## src/rtl/reorder_buffer_mc_pkg.sv

```systemverilog
// rtl/reorder_buffer_mc_pkg.sv - shared op encodings, commit classes, store sizes and store FSM states
package reorder_buffer_mc_pkg;

    localparam int OP_W = 4;

    localparam logic [OP_W-1:0] OP_ALU    = 4'd0;
    localparam logic [OP_W-1:0] OP_LOAD   = 4'd1;
    localparam logic [OP_W-1:0] OP_JAL    = 4'd2;
    localparam logic [OP_W-1:0] OP_BRANCH = 4'd3;
    localparam logic [OP_W-1:0] OP_JALR   = 4'd4;
    localparam logic [OP_W-1:0] OP_SB     = 4'd5;
    localparam logic [OP_W-1:0] OP_SH     = 4'd6;
    localparam logic [OP_W-1:0] OP_SW     = 4'd7;

    typedef enum logic [1:0] {
        CLS_ALU    = 2'd0,
        CLS_BRANCH = 2'd1,
        CLS_JALR   = 2'd2,
        CLS_STORE  = 2'd3
    } commit_class_e;

    localparam logic [2:0] SIZE_B = 3'd1;
    localparam logic [2:0] SIZE_H = 3'd2;
    localparam logic [2:0] SIZE_W = 3'd4;

    typedef enum logic [1:0] {
        ST_IDLE = 2'd0,
        ST_REQ  = 2'd1,
        ST_WAIT = 2'd2
    } store_state_e;

    // Byte count of a store op; anything that is not SB/SH is a word store.
    function automatic logic [2:0] store_size(input logic [OP_W-1:0] op);
        case (op)
            OP_SB:   return SIZE_B;
            OP_SH:   return SIZE_H;
            default: return SIZE_W;
        endcase
    endfunction

endpackage

```

## src/rtl/rob_commit_class.sv

```systemverilog
// rtl/rob_commit_class.sv - combinational op-to-commit-class decoder, one per commit slot
//   op  : entry opcode (OP_W)
//   cls : commit class (ALU / BRANCH / JALR / STORE)
module rob_commit_class
    import reorder_buffer_mc_pkg::*;
(
    input  logic [OP_W-1:0] op,
    output commit_class_e   cls
);

    always_comb begin
        cls = CLS_ALU;
        case (op)
            OP_BRANCH:           cls = CLS_BRANCH;
            OP_JALR:             cls = CLS_JALR;
            OP_SB, OP_SH, OP_SW: cls = CLS_STORE;
            default:             cls = CLS_ALU;
        endcase
    end

endmodule

```

## src/rtl/reorder_buffer_mc.sv

```systemverilog
// rtl/reorder_buffer_mc.sv - in-order commit reorder buffer with branch resolve, JALR flush and store sequencing
//   clk, rst (sync, active-low), rdy (global enable)
//   alloc_*  : allocation at tail; alloc_ready = not full, alloc_tag = tail index
//   wb_*     : WB_PORTS writeback ports (tag, value, aux = new PC / store address)
//   cmt_*    : two commit slots, slot 1 only with ROB_DUAL_COMMIT_EN defined
//   mem_*    : store request/handshake
//   bp_*     : branch resolution report; flush/flush_pc : one-cycle redirect
//   count    : occupancy
// Optional feature macro: ROB_DUAL_COMMIT_EN (second ALU-class commit per cycle)
module reorder_buffer_mc
    import reorder_buffer_mc_pkg::*;
#(
    parameter int DEPTH    = 16,
    parameter int WB_PORTS = 2,
    localparam int TAG_W   = $clog2(DEPTH),
    localparam int CW      = TAG_W + 1
) (
    input  logic                      clk,
    input  logic                      rst,
    input  logic                      rdy,
    input  logic                      alloc_valid,
    input  logic [OP_W-1:0]           alloc_op,
    input  logic [4:0]                alloc_rd,
    input  logic [31:0]               alloc_pc,
    input  logic                      alloc_pred,
    output logic                      alloc_ready,
    output logic [TAG_W-1:0]          alloc_tag,
    input  logic [WB_PORTS-1:0]       wb_valid,
    input  logic [WB_PORTS*TAG_W-1:0] wb_tag,
    input  logic [WB_PORTS*32-1:0]    wb_value,
    input  logic [WB_PORTS*32-1:0]    wb_aux,
    output logic [1:0]                cmt_valid,
    output logic [2*5-1:0]            cmt_rd,
    output logic [2*32-1:0]           cmt_value,
    output logic [2*TAG_W-1:0]        cmt_tag,
    output logic                      mem_req,
    output logic [2:0]                mem_size,
    output logic [31:0]               mem_addr,
    output logic [31:0]               mem_data,
    input  logic                      mem_done,
    output logic                      bp_valid,
    output logic                      bp_taken,
    output logic [31:0]               bp_pc,
    output logic                      flush,
    output logic [31:0]               flush_pc,
    output logic [CW-1:0]             count
);

    // Entry storage
    logic [DEPTH-1:0]      valid_q;
    logic [DEPTH-1:0]      ready_q;
    logic [OP_W-1:0]       op_q    [DEPTH];
    logic [4:0]            rd_q    [DEPTH];
    logic [31:0]           pc_q    [DEPTH];
    logic                  pred_q  [DEPTH];
    logic [31:0]           value_q [DEPTH];
    logic [31:0]           aux_q   [DEPTH];

    logic [TAG_W-1:0]      head_q;
    logic [TAG_W-1:0]      tail_q;

    store_state_e          state_q;
    store_state_e          state_d;
    logic                  store_start;
    logic                  store_retire;

    commit_class_e         cls0;
    logic                  head_ok;
    logic                  commit0;
    logic                  commit1;
    logic                  retire0;
    logic                  do_flush;
    logic [31:0]           flush_target;
    logic                  alloc_fire;
    logic [1:0]            n_retire;

    logic [TAG_W-1:0]      wb_tag_a [WB_PORTS];
    logic [31:0]           wb_val_a [WB_PORTS];
    logic [31:0]           wb_aux_a [WB_PORTS];
    logic [WB_PORTS-1:0]   wb_hit;

    assign alloc_ready = (count < CW'(DEPTH));
    assign alloc_tag   = tail_q;

    // The registered flush output doubles as the "flush cycle" marker:
    // while it is high nothing commits, allocates or writes back.
    assign alloc_fire = rdy && alloc_valid && alloc_ready && !flush;

    for (genvar p = 0; p < WB_PORTS; p++) begin : g_wb
        assign wb_tag_a[p] = wb_tag[p*TAG_W +: TAG_W];
        assign wb_val_a[p] = wb_value[p*32 +: 32];
        assign wb_aux_a[p] = wb_aux[p*32 +: 32];
        assign wb_hit[p]   = wb_valid[p] && valid_q[wb_tag_a[p]] && !flush;
    end

    rob_commit_class u_cls0 (
        .op  (op_q[head_q]),
        .cls (cls0)
    );

    // Ready is registered, so a writeback to the head only becomes visible
    // to commit on the following cycle.
    assign head_ok = !flush && (state_q == ST_IDLE) && valid_q[head_q] && ready_q[head_q];
    assign commit0 = head_ok && (cls0 != CLS_STORE);

    assign do_flush = commit0 &&
                      ((cls0 == CLS_JALR) ||
                       ((cls0 == CLS_BRANCH) && (value_q[head_q][0] != pred_q[head_q])));

    always_comb begin
        flush_target = aux_q[head_q];
        if ((cls0 == CLS_BRANCH) && !value_q[head_q][0]) begin
            flush_target = pc_q[head_q] + 32'd4;
        end
    end

`ifdef ROB_DUAL_COMMIT_EN
    logic [TAG_W-1:0] head1;
    commit_class_e    cls1;

    assign head1 = head_q + TAG_W'(1);

    rob_commit_class u_cls1 (
        .op  (op_q[head1]),
        .cls (cls1)
    );

    // Slot 1 is only used when both heads are plain register writers, so a
    // pair never mixes with a redirect or a memory sequence.
    assign commit1 = head_ok && (cls0 == CLS_ALU) &&
                     valid_q[head1] && ready_q[head1] && (cls1 == CLS_ALU);
`else
    assign commit1 = 1'b0;
`endif

    // Store FSM: next state
    always_comb begin
        state_d      = state_q;
        store_start  = 1'b0;
        store_retire = 1'b0;
        case (state_q)
            ST_IDLE: begin
                if (head_ok && (cls0 == CLS_STORE)) begin
                    state_d     = ST_REQ;
                    store_start = 1'b1;
                end
            end
            ST_REQ: begin
                state_d = ST_WAIT;
            end
            ST_WAIT: begin
                if (mem_done && !flush) begin
                    state_d      = ST_IDLE;
                    store_retire = 1'b1;
                end
            end
            default: begin
                state_d = ST_IDLE;
            end
        endcase
        if (flush) begin
            state_d      = ST_IDLE;
            store_start  = 1'b0;
            store_retire = 1'b0;
        end
    end

    // Store FSM: state register
    always_ff @(posedge clk) begin
        if (!rst) begin
            state_q <= ST_IDLE;
        end else if (rdy) begin
            state_q <= state_d;
        end
    end

    assign retire0  = commit0 || store_retire;
    assign n_retire = {1'b0, retire0} + {1'b0, commit1};

    always_ff @(posedge clk) begin
        if (!rst) begin
            valid_q   <= '0;
            ready_q   <= '0;
            head_q    <= '0;
            tail_q    <= '0;
            count     <= '0;
            cmt_valid <= '0;
            cmt_rd    <= '0;
            cmt_value <= '0;
            cmt_tag   <= '0;
            mem_req   <= 1'b0;
            mem_size  <= '0;
            mem_addr  <= '0;
            mem_data  <= '0;
            bp_valid  <= 1'b0;
            bp_taken  <= 1'b0;
            bp_pc     <= '0;
            flush     <= 1'b0;
            flush_pc  <= '0;
        end else if (rdy) begin
            cmt_valid <= '0;
            bp_valid  <= 1'b0;
            mem_req   <= 1'b0;
            flush     <= 1'b0;
            if (flush) begin
                valid_q <= '0;
                ready_q <= '0;
                head_q  <= '0;
                tail_q  <= '0;
                count   <= '0;
            end else begin
                // Highest port first so the lowest port's write lands last and wins.
                for (int p = WB_PORTS - 1; p >= 0; p--) begin
                    if (wb_hit[p]) begin
                        ready_q[wb_tag_a[p]] <= 1'b1;
                        value_q[wb_tag_a[p]] <= wb_val_a[p];
                        aux_q[wb_tag_a[p]]   <= wb_aux_a[p];
                    end
                end

                if (retire0) begin
                    valid_q[head_q] <= 1'b0;
                    ready_q[head_q] <= 1'b0;
                end

`ifdef ROB_DUAL_COMMIT_EN
                if (commit1) begin
                    valid_q[head1]     <= 1'b0;
                    ready_q[head1]     <= 1'b0;
                    cmt_valid[1]       <= 1'b1;
                    cmt_rd[9:5]        <= rd_q[head1];
                    cmt_value[63:32]   <= value_q[head1];
                    cmt_tag[2*TAG_W-1:TAG_W] <= head1;
                end
`endif

                if (alloc_fire) begin
                    valid_q[tail_q] <= 1'b1;
                    ready_q[tail_q] <= 1'b0;
                    op_q[tail_q]    <= alloc_op;
                    rd_q[tail_q]    <= alloc_rd;
                    pc_q[tail_q]    <= alloc_pc;
                    pred_q[tail_q]  <= alloc_pred;
                    tail_q          <= tail_q + TAG_W'(1);
                end

                head_q <= head_q + TAG_W'(n_retire);
                count  <= count + CW'(alloc_fire) - CW'(n_retire);

                if (commit0 && (cls0 != CLS_BRANCH)) begin
                    cmt_valid[0]          <= 1'b1;
                    cmt_rd[4:0]           <= rd_q[head_q];
                    cmt_value[31:0]       <= value_q[head_q];
                    cmt_tag[TAG_W-1:0]    <= head_q;
                end

                if (commit0 && (cls0 == CLS_BRANCH)) begin
                    bp_valid <= 1'b1;
                    bp_taken <= value_q[head_q][0];
                    bp_pc    <= pc_q[head_q];
                end

                if (do_flush) begin
                    flush    <= 1'b1;
                    flush_pc <= flush_target;
                end

                if (store_start) begin
                    mem_req  <= 1'b1;
                    mem_size <= store_size(op_q[head_q]);
                    mem_addr <= aux_q[head_q];
                    mem_data <= value_q[head_q];
                end
            end
        end
    end

endmodule

```

## config.mk

```make
export PLATFORM = sky130hd
export DESIGN_NAME = reorder_buffer_mc
export DESIGN_NICKNAME = d
export VERILOG_FILES = /design/src/rtl/reorder_buffer_mc_pkg.sv /design/src/rtl/rob_commit_class.sv /design/src/rtl/reorder_buffer_mc.sv
export SDC_FILE = /design/constraint.sdc
export NUM_CORES = 2
export LEC_CHECK = 0
export ABC_CLOCK_PERIOD_IN_PS = 15500
export CAP_MARGIN = 20
export CORE_ASPECT_RATIO = 0.8
export CORE_MARGIN = 2
export CORE_UTILIZATION = 60
export DETAILED_ROUTE_END_ITERATION = 8
export GPL_TIMING_DRIVEN = 0
export HOLD_SLACK_MARGIN = 0.03
export PLACE_DENSITY_LB_ADDON = 0.2
export SETUP_SLACK_MARGIN = 0.5
export SLEW_MARGIN = 25
export SYNTH_ARGS = -nofsm -noshare
export SYNTH_HDL_FRONTEND = slang
export SYNTH_SLANG_ARGS = --single-unit
```

## constraint.sdc

```tcl
create_clock -name clk -period 15.5 [get_ports clk]
set_clock_uncertainty 0.2 [all_clocks]
set_input_delay 2.325 -clock clk [delete_from_list [all_inputs] [get_ports clk]]
set_output_delay 2.325 -clock clk [all_outputs]
set_load 0.03 [all_outputs]
```

# == Word-level counts from Yosys, hierarchy flattened ==
# Memory sizes are Yosys's and may differ from the RTL's. A register that Yosys moved wholly into a read port is not among the register bits.
# Cells that the tools add are included.
# word_totals
register_bits,219
ram_bits,1696
wordCells,184
n_memories,6
# memory_table
memory,words,word_bits,read_ports,rd_ports_with_merged_regs,write_ports,line,rtl
aux_q,16,32,1,1,2,reorder_buffer_mc.sv:57,logic [31:0] aux_q [DEPTH];
pc_q,16,32,1,1,1,reorder_buffer_mc.sv:54,logic [31:0] pc_q [DEPTH];
value_q,16,32,1,1,2,reorder_buffer_mc.sv:56,logic [31:0] value_q [DEPTH];
rd_q,16,5,1,1,1,reorder_buffer_mc.sv:53,logic [4:0] rd_q [DEPTH];
op_q,16,4,1,1,1,reorder_buffer_mc.sv:52,logic [OP_W-1:0] op_q [DEPTH];
pred_q,16,1,1,1,1,reorder_buffer_mc.sv:55,logic pred_q [DEPTH];
# classes
n_addsub,5
n_lt_le_gt_ge,9
n_eq_ne,15
n_mux,86
bitwise,9
reduce_logical,36
# op_table
operator,n
$mux 16,20
$mux 4,13
$and 16x16->16,3
$or 16x16->16,3
$mux 1,37
$add 32x3->32 const B,1
$mux 32,1
$not 16->16,2
$logic_and 1x1->1,22
$lt 4x5->1 const B,4
$bmux 1 s4,4
$demux 1 s4,4
$eq 4x3->1 const B,4
$ge 4x1->1 const B,4
$reduce_and 3->1,5
$pmux 2 s3,2
$eq 2x2->1 const B,3
$mux 2,3
$pmux 3 s2,1
$add 5x1->5,1
$lt 5x5->1 const B,1
$mux 5,1
$sub 5x1->5,1
$add 4x1->4,1
other kinds (15),19

# == Longest topological paths before layout ==
# logic_depth
depth_word,22
depth_mapped,20
depth_no_buf,18

# == Hierarchy ==
# From an unflattened synthesis, not the netlist that was laid out.
# hier_totals
cells_unflattened,5042
hier_area_um2,87407.6
# by_module_without_submodules
mod,n_inst,cells_each,area_each_um2,seq_area_each_um2
reorder_buffer_mc,1,5038,87387.6,55493.2
rob_commit_class,1,4,20.0,0.0

# == Worst setup path after synthesis ==
# OpenSTA, ideal clock, no wires.
# synth_path
path_type,input-to-reg
start,input wb_tag[4]
end,"memory aux_q[3][0], enable pin"
setup_ps,574
arrival_ps,8144
setup_slack_ps,6582
path_stages,7
n_path_buf,1
cell_sequence,clkbuf_1 > mux4_2 > mux4_2 > nand3b_1 > nor2_1 > nand3_1 > o21ai_0
# synth_rtl
item,line,rtl
from (decl),reorder_buffer_mc.sv:29,"input logic [WB_PORTS*TAG_W-1:0] wb_tag,"
to (decl),reorder_buffer_mc.sv:57,

==> flow_summary_export.csv <==
group,metric,value,unit
clock_network,ctsResizeCount,0,
pwr,p_leak,32.8,nW
hold_path,hold_depth,2,
clock_network,postCtsSetupBuffers,0,
layout,final_nets,5877,
setup_path,crit_top_cell,"buf_16",
synthesis,synth_area_leader_cell,"edfxtp_1",
grt,grt_overflow,0,
placed_design,pre_cts_ws,8080,ps
floorplanning,design.core.area,144000,µm²
synthesis,synth.most_common_cell,"edfxtp_1",
synthesis,avgSynthCellArea,17.6,µm²
clock_network,cts_buffers,184,
setup_path,slowest_stage,"clkbuf_2",
detailed_routing,vias_per_cell,6.90,
timing,tightest_slew,1220,ps
floorplanning,initial_core_util,0.607,
clock_network,cts_max_level,4,
grt,grt_util_all_layers,0.371,
floorplanning,die_h,345,µm
clock_network,cts_num_sinks,1924,
grt,grt_max_degree,18,
setup_path,required,15830,ps
timing,hold_viol,0,
synthesis,ys_ff_latch,1924,
setup_path,crit_path_max_incr_delay,800,ps
detailed_routing,vias,53500,
synthesis,synthTopCellsByArea,"edfxtp_1, mux2_2, mux4_2",
floorplanning,ios,414,
synthesis,synth_common_cells,"edfxtp_1, mux2_2, mux4_2",
setup_path,crit_arrival,7210,ps
placed_design,gp_congestion,0.943,
clock_network,cts.path.max_buffers,3,
setup_path,reg2reg_to,"mem_addr[1]",
floorplanning,dieArea,148000,µm²
timing,fin_crit_sh,0.444,
detailed_routing,final_antenna_net_count,0,
floorplanning,placement_rows,124,
synthesis,synth-edff-count,1696,
placed_design,dp_hpwl,188000,µm
grt,grt_first_pass_wirelength,385000,µm
timing,finalMaxSlewViolations,0,
pwr,powerDensity,103,nW/µm²
timing,setup_viol,0,
layout,syn_to_final_growth,18.2,%
floorplanning,fp.dieW,430,µm
layout,multi_input_area,29600,µm²
synthesis,synth_flop_cell,"edfxtp_1",
hold_path,hp-class,"flop to flop",
grt,grt_pass1_vias,52100,
pwr,peakVddDrop,0.000111,V
detailed_routing,wire_per_inst,35.6,µm
clock_network,cts.clk_slew.worst_paths,60,ps
synthesis,synthDistinctLibCells,72,
setup_path,path_buf_inv,7,
clock_network,ctsHoldBuffers,0,
setup_path,path_class,"primary input to flop",
setup_path,r2r_slack,9450,ps
grt,antenna_found_initial,42,
timing,setup_ws,8620,ps
synthesis,ys_seq_area_frac,0.637,
clock_network,cts_tree,"done",
hold_path,min_to,"mem_data[18]",
layout,drive_gt1_frac,0.375,
timing,rsz0062_at_grt,"no",
layout,fillerInstances,8701,
layout,fin_cells,7754,
job,max_cap_violations,0,
synthesis,async_flop_share,0,
timing,max_freq,145,MHz
setup_path,startpoint_type,"primary input",
timing,min_period,6880,ps
layout,register_area,55500,µm²
detailed_routing,drc_errors,0,
clock_network,clkLatencyLatePin,840,ps
detailed_routing,drt-total-wl,276000,µm
timing,slew_headroom,0.189,
hold_path,hp-start,"mem_data[18]",
setup_path,cp_top_family,"buffers and inverters",
synthesis,syn_area,87100,µm²
placed_design,dp.cells,7383,
synthesis,synth_cells,4955,
setup_path,path_max_fanout,15,
setup_path,worstPathCellList,"clkdlybuf4s50_1 -> clkbuf_1 -> nand3_1 -> nor3_1 -> clkbuf_2 -> clkbuf_2 -> o21bai_4 -> buf_16 -> buf_16 -> buf_16",
synthesis,yosysWarnings,0,
synthesis,synth_top_area_share,0.585,
detailed_routing,dr.pass1.iters,8,
detailed_routing,drt_iter0_markers,9139,
setup_path,r2r_cells,10,
setup_path,crit_path_end_kind,"flop",
outcome,status,"completed",
clock_network,cts-root-buf,"clkbuf_16",
placed_design,port_buffers,368,
layer usage:
layer | routed length [µm] | GRT usage | share of wire
met1 | 101000 | 0.524 | 0.36
met2 | 122000 | 0.537 | 0.44
met3 | 39200 | 0.108 | 0.14
met4 | 14300 | 0.172 | 0.052
met5 | 216 | 0.00410 | 0.00078
flip-flops by register name, indices dropped and copies added, names as in the netlist, 32 cells and up, named ones only:
| signal | count |
|---|---|
| rd_q | 80 |
| pc_q | 512 |
| cmt_value | 32 |
| aux_q | 512 |
| mem_data | 32 |
| value_q | 512 |
| flush_pc | 32 |
| op_q | 64 |
| mem_addr | 32 |
| bp_pc | 32 |
placed cells by master (no fill, tap or decap), drive strengths merged, types with 11 or more instances in the layout:
cell	Yosys	routed
edfxtp	1696	1696
mux2	1024	1024
clkbuf	277	524
mux4	514	514
clkdlybuf4s50	0	368
buf	210	339
dfxtp	228	228
nand2	222	222
nor2	147	147
a21oi	122	122
mux2i	90	90
clkinv	1	70
a22oi	45	45
conb	1	42
inv	24	30
and2	28	28
diode	0	27
nor3	26	26
a22o	23	23
nor2b	19	19
nand3	19	19
xnor2	19	19
o21ai	19	19
a221oi	17	17
nand4	15	15
bufinv	0	14
o21bai	12	12
ha	12	12
and3	11	11
a211o	11	11
layout make-up:
type                       instances  share of cell area
sequential                      1924               0.539
multi-input combinational       2560               0.288
timing repair buffer             497              0.0669
clock buffer                     247              0.0487
buffer                           487              0.0236
tap                             1890              0.0230
clock inverter                    97             0.00922
inverter                          25            0.000912
antenna                           27            0.000657
logic make-up (layout without fill, tap and decap cells):
logic type	count (synthesis)	in the layout	synth area share
compound gates	321	321	0.0250
xor+xnor	26	26	0.00262
fa+ha+maj	13	13	0.00195
buf+inv	512	1353	0.0284
flops	1924	1924	0.637
mux	1628	1628	0.277
other cells	1	69	0.0000431
simple gates	530	530	0.0276
where the power goes:
| part | internal [mW] | switching (mW) | leakage [nW] |
|---|---|---|---|
| Combinational | 0.178 | 0.227 | 12.8 |
| Clock | 2.52 | 2.02 | 2.89 |
| Sequential | 5.64 | 0.00416 | 17.1 |
| Total | 8.33 | 2.25 | 32.8 |
stage by stage:
stage | cell area [µm²] | total power, mW | utilization | hold WS (ps) | setup TNS (ps)
after global placement | 93300 | 6.12 | 0.650 | 241 | -542440
after detailed placement | 96800 | 6.14 | 0.675 | 246 | 0
after floorplan | 87200 | 5.97 | - | 256 | 0
after global routing | 103000 | 10.8 | 0.717 | 269 | 0
final | 103000 | 10.6 | 0.717 | 255 | 0
after CTS | 103000 | 10.6 | 0.716 | 255 | 0
worst register-to-register path: cells and delay by family, from the launching register on:
family	cells	cell delay, ps
AO/OA/AOI/OAI	2	870
buffers and inverters	4	1950
flip-flops	1	640
multiplexers	1	600
AND/OR/NAND/NOR	3	1720
worst max path at each step:
stage / startpoint / cells past startpoint / endpoint / slack [ps]
after global placement: wb_tag[4] / 8 / aux_q[2][24] / -2340
after global routing: wb_tag[4] / 12 / value_q[5][8] / 8650
after floorplan: wb_tag[4] / 7 / aux_q[3][0] / 6580
after CTS: wb_tag[4] / 12 / value_q[5][8] / 8900
final: rst / 10 / value_q[14][8] / 8620
after detailed placement: wb_tag[4] / 12 / value_q[5][7] / 8080
Note: power is estimated with default switching activity, not from simulation.
